$ cat config.mk
export PLATFORM = sky130hd
export DESIGN_NAME = display_scan_ctrl
export DESIGN_NICKNAME = d
export VERILOG_FILES = /design/src/rtl/display_scan_ctrl.sv
export SDC_FILE = /design/constraint.sdc
export NUM_CORES = 1
export LEC_CHECK = 0
export ABC_AREA = 1
export BUFFER_PORTS_ARGS = -buffer_cell sky130_fd_sc_hd__clkbuf_2
export CAP_MARGIN = 0
export CORE_MARGIN = 2
export CORE_UTILIZATION = 55
export CTS_CLUSTER_DIAMETER = 40
export DETAILED_ROUTE_END_ITERATION = 16
export HOLD_SLACK_MARGIN = 0.08
export PLACE_DENSITY = 0.86
export SYNTH_ARGS = -nofsm -noshare
export SYNTH_HDL_FRONTEND = slang
export SYNTH_SLANG_ARGS = --single-unit
$ cat constraint.sdc
create_clock -name clk -period 1.7 [get_ports clk]
set_clock_uncertainty 0.1 [all_clocks]
set_input_delay 0.085 -clock clk [delete_from_list [all_inputs] [get_ports clk]]
set_output_delay 0.085 -clock clk [all_outputs]
set_load 0.005 [all_outputs]
$ cat src/rtl/display_scan_ctrl.sv
// Four-digit seven-segment scan scheduler.
// Blanking gap between digits, blinking of one digit pair in adjust mode.
module display_scan_ctrl #(
  parameter int SCAN_DIV  = 100000,
  parameter int BLANK_CYC = 2000,
  parameter int BLINK_DIV = 50000000
) (
  input  logic       clk,
  input  logic       rst_n,
  input  logic [7:0] digit0_display,
  input  logic [7:0] digit1_display,
  input  logic [7:0] digit2_display,
  input  logic [7:0] digit3_display,
  input  logic       adj,
  input  logic       sel,
  output logic [7:0] seg,
  output logic [3:0] an,
  output logic [1:0] scan_idx
);

  localparam int CW = (SCAN_DIV > 1) ? $clog2(SCAN_DIV) : 1;
  localparam int BW = (BLINK_DIV > 1) ? $clog2(BLINK_DIV) : 1;

  localparam logic [CW-1:0] CNT_LAST   = CW'(SCAN_DIV - 1);
  localparam logic [CW-1:0] BLANK_LAST = CW'(BLANK_CYC - 1);
  localparam logic [BW-1:0] BLINK_LAST = BW'(BLINK_DIV - 1);

  typedef enum logic {
    BLANK,
    SHOW
  } state_t;

  state_t          state;
  state_t          state_nx;
  logic [CW-1:0]   cnt;
  logic [CW-1:0]   cnt_nx;
  logic [1:0]      idx_nx;
  logic [BW-1:0]   blink_cnt;
  logic [BW-1:0]   blink_cnt_nx;
  logic            blink_on;
  logic            blink_on_nx;
  logic            suppress;
  logic [7:0]      seg_nx;
  logic [3:0]      an_nx;

  // Scan state, dwell counter and slot index.
  always_ff @(posedge clk) begin
    if (!rst_n) begin
      state    <= BLANK;
      cnt      <= '0;
      scan_idx <= 2'd0;
    end else begin
      state    <= state_nx;
      cnt      <= cnt_nx;
      scan_idx <= idx_nx;
    end
  end

  // Slot sequencing: blank first, then show until the slot ends.
  always_comb begin
    state_nx = state;
    cnt_nx   = cnt + CW'(1);
    idx_nx   = scan_idx;
    unique case (state)
      BLANK: begin
        if (cnt == BLANK_LAST) state_nx = SHOW;
      end
      SHOW: begin
        if (cnt == CNT_LAST) begin
          state_nx = BLANK;
          cnt_nx   = '0;
          idx_nx   = scan_idx + 2'd1;
        end
      end
      default: state_nx = BLANK;
    endcase
  end

  // Blink phase generator, parked in the visible phase outside adjust mode.
  always_ff @(posedge clk) begin
    if (!rst_n) begin
      blink_cnt <= '0;
      blink_on  <= 1'b1;
    end else begin
      blink_cnt <= blink_cnt_nx;
      blink_on  <= blink_on_nx;
    end
  end

  // Blink counter wrap and phase toggle.
  always_comb begin
    blink_cnt_nx = blink_cnt + BW'(1);
    blink_on_nx  = blink_on;
    unique case (1'b1)
      !adj: begin
        blink_cnt_nx = '0;
        blink_on_nx  = 1'b1;
      end
      (blink_cnt == BLINK_LAST): begin
        blink_cnt_nx = '0;
        blink_on_nx  = ~blink_on;
      end
      default: ;
    endcase
  end

  // Output decode: dark unless showing an unsuppressed slot.
  always_comb begin
    suppress = adj & ~blink_on & (scan_idx[1] == sel);
    an_nx    = 4'hF;
    seg_nx   = 8'hFF;
    if (state == SHOW && !suppress) begin
      an_nx = ~(4'b0001 << scan_idx);
      unique case (scan_idx)
        2'd0: seg_nx = digit0_display;
        2'd1: seg_nx = digit1_display;
        2'd2: seg_nx = digit2_display;
        2'd3: seg_nx = digit3_display;
        default: seg_nx = 8'hFF;
      endcase
    end
  end

  // Pin register: anodes and cathodes switch on the same edge.
  always_ff @(posedge clk) begin
    if (!rst_n) begin
      seg <= 8'hFF;
      an  <= 4'hF;
    end else begin
      seg <= seg_nx;
      an  <= an_nx;
    end
  end

endmodule
==> metrics <==
Final period util 95.6%; vias 3572; number of antenna-violating nets in the routed design 0; Worst path most repeated cell nor2_1; vias in the first global route 3422; Yosys top cell area share 38.3%; critical path class flip-flop to flip-flop; worst path arrival time 1.76 ns; Die ar. 6220 um^2; Crit path largest cell delay 0.35 ns; initial antenna violation count 1; number of setup buffers added after CTS 0; Yosys cell types 27; worst path cell trace ha_2 -> nand3_2 -> nor2_1 -> nand4_1 -> nand2_2 -> nor2_1; worst hold slack 0.333 ns; pin count of the biggest net entering global routing 26; Via density 5.64; r2r setup slk 0.07 ns; clock sinks 59; commonest cells after routing, fill and taps aside nand2_1 (151), nor2_1 (77), dfxtp_1 (57); CP max stage cell dfxtp_1; total length of routed wires 9910 um; worst hold path class flip-flop to flip-flop; GP Congestion 0.950; maximum vdd drop 0.792 mV; crit end category flip-flop; Syn Std Cell Area 3080 um^2; number of port buffers 49; part of the Yosys area used for sequential elements 38.3%; CTS tree yes; router iterations before antenna repair 5; minimum clock period 1.63 ns; Post-Syn Instances 465; pwr/cell area 679 nW/um^2; Post-synth EDFFs 0; Max Cap Viol 0; asr flop ratio synth 0%; WL/cell 15.7 um; floorplan row count 27; Starting Density 56.3%; Avg Cell Area, Syn 6.62 um^2; clock root cell clkbuf_8; warning count from the yosys run 0; Total GRT Usage 32.6%; outcome completed; relative slew slack 70.5%; Fillers 389; WP data required 1.83 ns; layout cells sized above 1 17.1%; Main synth FF type dfxtp_1; first-pass GRT wire length 15700 um; nets@finish 602; FF-to-FF End cnt[15]$_SDFF_PN0_; pre-CTS setup slack 0.100 ns; Synthesized Nets 508; top post-synthesis cells by area dfxtp_1 (38%), nand2_1 (18%), nor2_1 (9.4%); critical path fanouts, max 5; initial drt markers 283; CP startpoint kind flip-flop; FMAX 615 MHz; clk_lat worst skew 0.34 ns; total CTS buffers 9; final setup violation count 0; H-tree depth 3; Hold Violations, Final 0; leak pwr 1.56 nW; crit-path leading delay family simple AND/OR/NAND/NOR gates; Boundary Pins 50; Reg2Reg Depth 6; Core Area 5470 um^2; CTS Buffer Depth 2; Syn-to-layout area delta 29.0%; hold path endpoint cnt[0]$_SDFF_PN0_; worst hold path depth 1; biggest area consumer among synthesized cells dfxtp_1; drt drc 0; #FFs+latches synth 59; DP HPWL 5270 um; Critical R2R Launch cnt[1]$_SDFF_PN0_; min-delay src cnt[0]$_SDFF_PN0_; commonest non-fill, non-tap cell in the layout nand2_1; slew of the pin with the lowest slew margin 0.439 ns; Final WS setup 0.0747 ns; Buf/Inv on CP 0; die outline width 78.8 um; Slew Viols, Final 0; Overflow after GRT 0; Chip Height 78.8 um; clk slew on worst S/H paths 0.07 ns
cells in the mapped netlist, types with 4 or more instances:
cell and instances:
nor2_1 77, nor3_1 6, clkbuf_1 4, xnor2_1 5, a21oi_1 16, ha_1 7, nand2_2 4, xor2_1 11
nor2_2 8, nand2_1 151, o21ai_0 4, dfxtp_1 59, nand3b_1 7, inv_1 45, nand4_1 7, nand3_1 37
worst max path at each step:
stage	startpoint	end	slack (ns)	cells past startpoint
4_1_cts	blink_cnt[1]$_SDFF_PP0_	blink_cnt[18]$_SDFF_PP0_	0.08	9
3_5_place_dp	cnt[0]$_SDFF_PN0_	cnt[7]$_SDFF_PN0_	0.10	6
6_report	cnt[1]$_SDFF_PN0_	cnt[15]$_SDFF_PN0_	0.07	6
5_1_grt	cnt[10]$_SDFF_PN0_	scan_idx[1]$_SDFFE_PN0P_	-0.05	8
2_1_floorplan	blink_cnt[0]$_SDFF_PP0_	blink_cnt[15]$_SDFF_PP0_	0.20	9
3_3_place_gp	blink_cnt[1]$_SDFF_PP0_	blink_cnt[16]$_SDFF_PP0_	0.14	9
metal layers:
| layer | global-route usage (%) | vias to the layer above | share of wire (%) | wire length (um) |
|---|---|---|---|---|
| met4 | 20.3 | 0 | 7.8 | 777 |
| met1 | 36.1 | 1566 | 36 | 3520 |
| met3 | 8.86 | 88 | 9.7 | 957 |
| li1 | - | 1632 | - | - |
| met2 | 55.4 | 286 | 47 | 4650 |
| met5 | 0 | - | 0 | 0 |
sequential cells by signal (all words and copies together), names as in the netlist:
name	count
blink_on	1
blink_cnt	26
an	4
state	1
cnt	17
scan_idx	2
seg	8
area by class of cell:
class	count	area, um^2	share of cell area (%)
Antenna cell	1	2.50	0.0630
Multi-Input combinational cell	352	1710	43.1
Inverter	47	180	4.53
Tap cell	72	90.1	2.27
Timing Repair Buffer	90	651	16.4
Clock buffer	12	155	3.90
Sequential cell	59	1180	29.8
power breakdown:
group	internal, mW	total (mW)	switching, mW
sequential	1.39	1.40	0.00854
combinational	0.0995	0.174	0.0749
clock	0.578	1.12	0.547
total	2.07	2.70	0.630
metrics by stage:
| step | power (mW) | util [%] | cell area [um^2] | std cells | setup TNS, ns |
|---|---|---|---|---|---|
| after global routing | 2.76 | 72.6 | 3970 | 633 | -0.0585 |
| after CTS | 2.65 | 71.8 | 3930 | 631 | 0 |
| after detailed placement | 1.52 | 62.7 | 3430 | 585 | 0 |
| after floorplan | 1.47 | - | 3080 | 465 | 0 |
| after global placement | 1.52 | 62.7 | 3430 | 585 | 0 |
| final | 2.70 | 72.6 | 3970 | 633 | 0 |
cell families (layout without fill, tap and decap cells):
group	count (synthesis)	in the layout	synth area share (%)
buffers and inverters	55	149	7.27
AOI/OAI and AO/OA	21	21	3.53
and+or+nand+nor	307	308	43.5
other	0	1	0
adders and majority gates	7	7	2.84
DFF	59	59	38.3
xor gates and xnor gates	16	16	4.55
what timing repair did:
action | CTS | global route
hold buffers | 34 | 0
hold endpoints to repair | 12 | 0
endpoints found under the setup margin | 0 | 44
resized for setup | 0 | 9
Note: power is estimated with default switching activity, not from simulation.
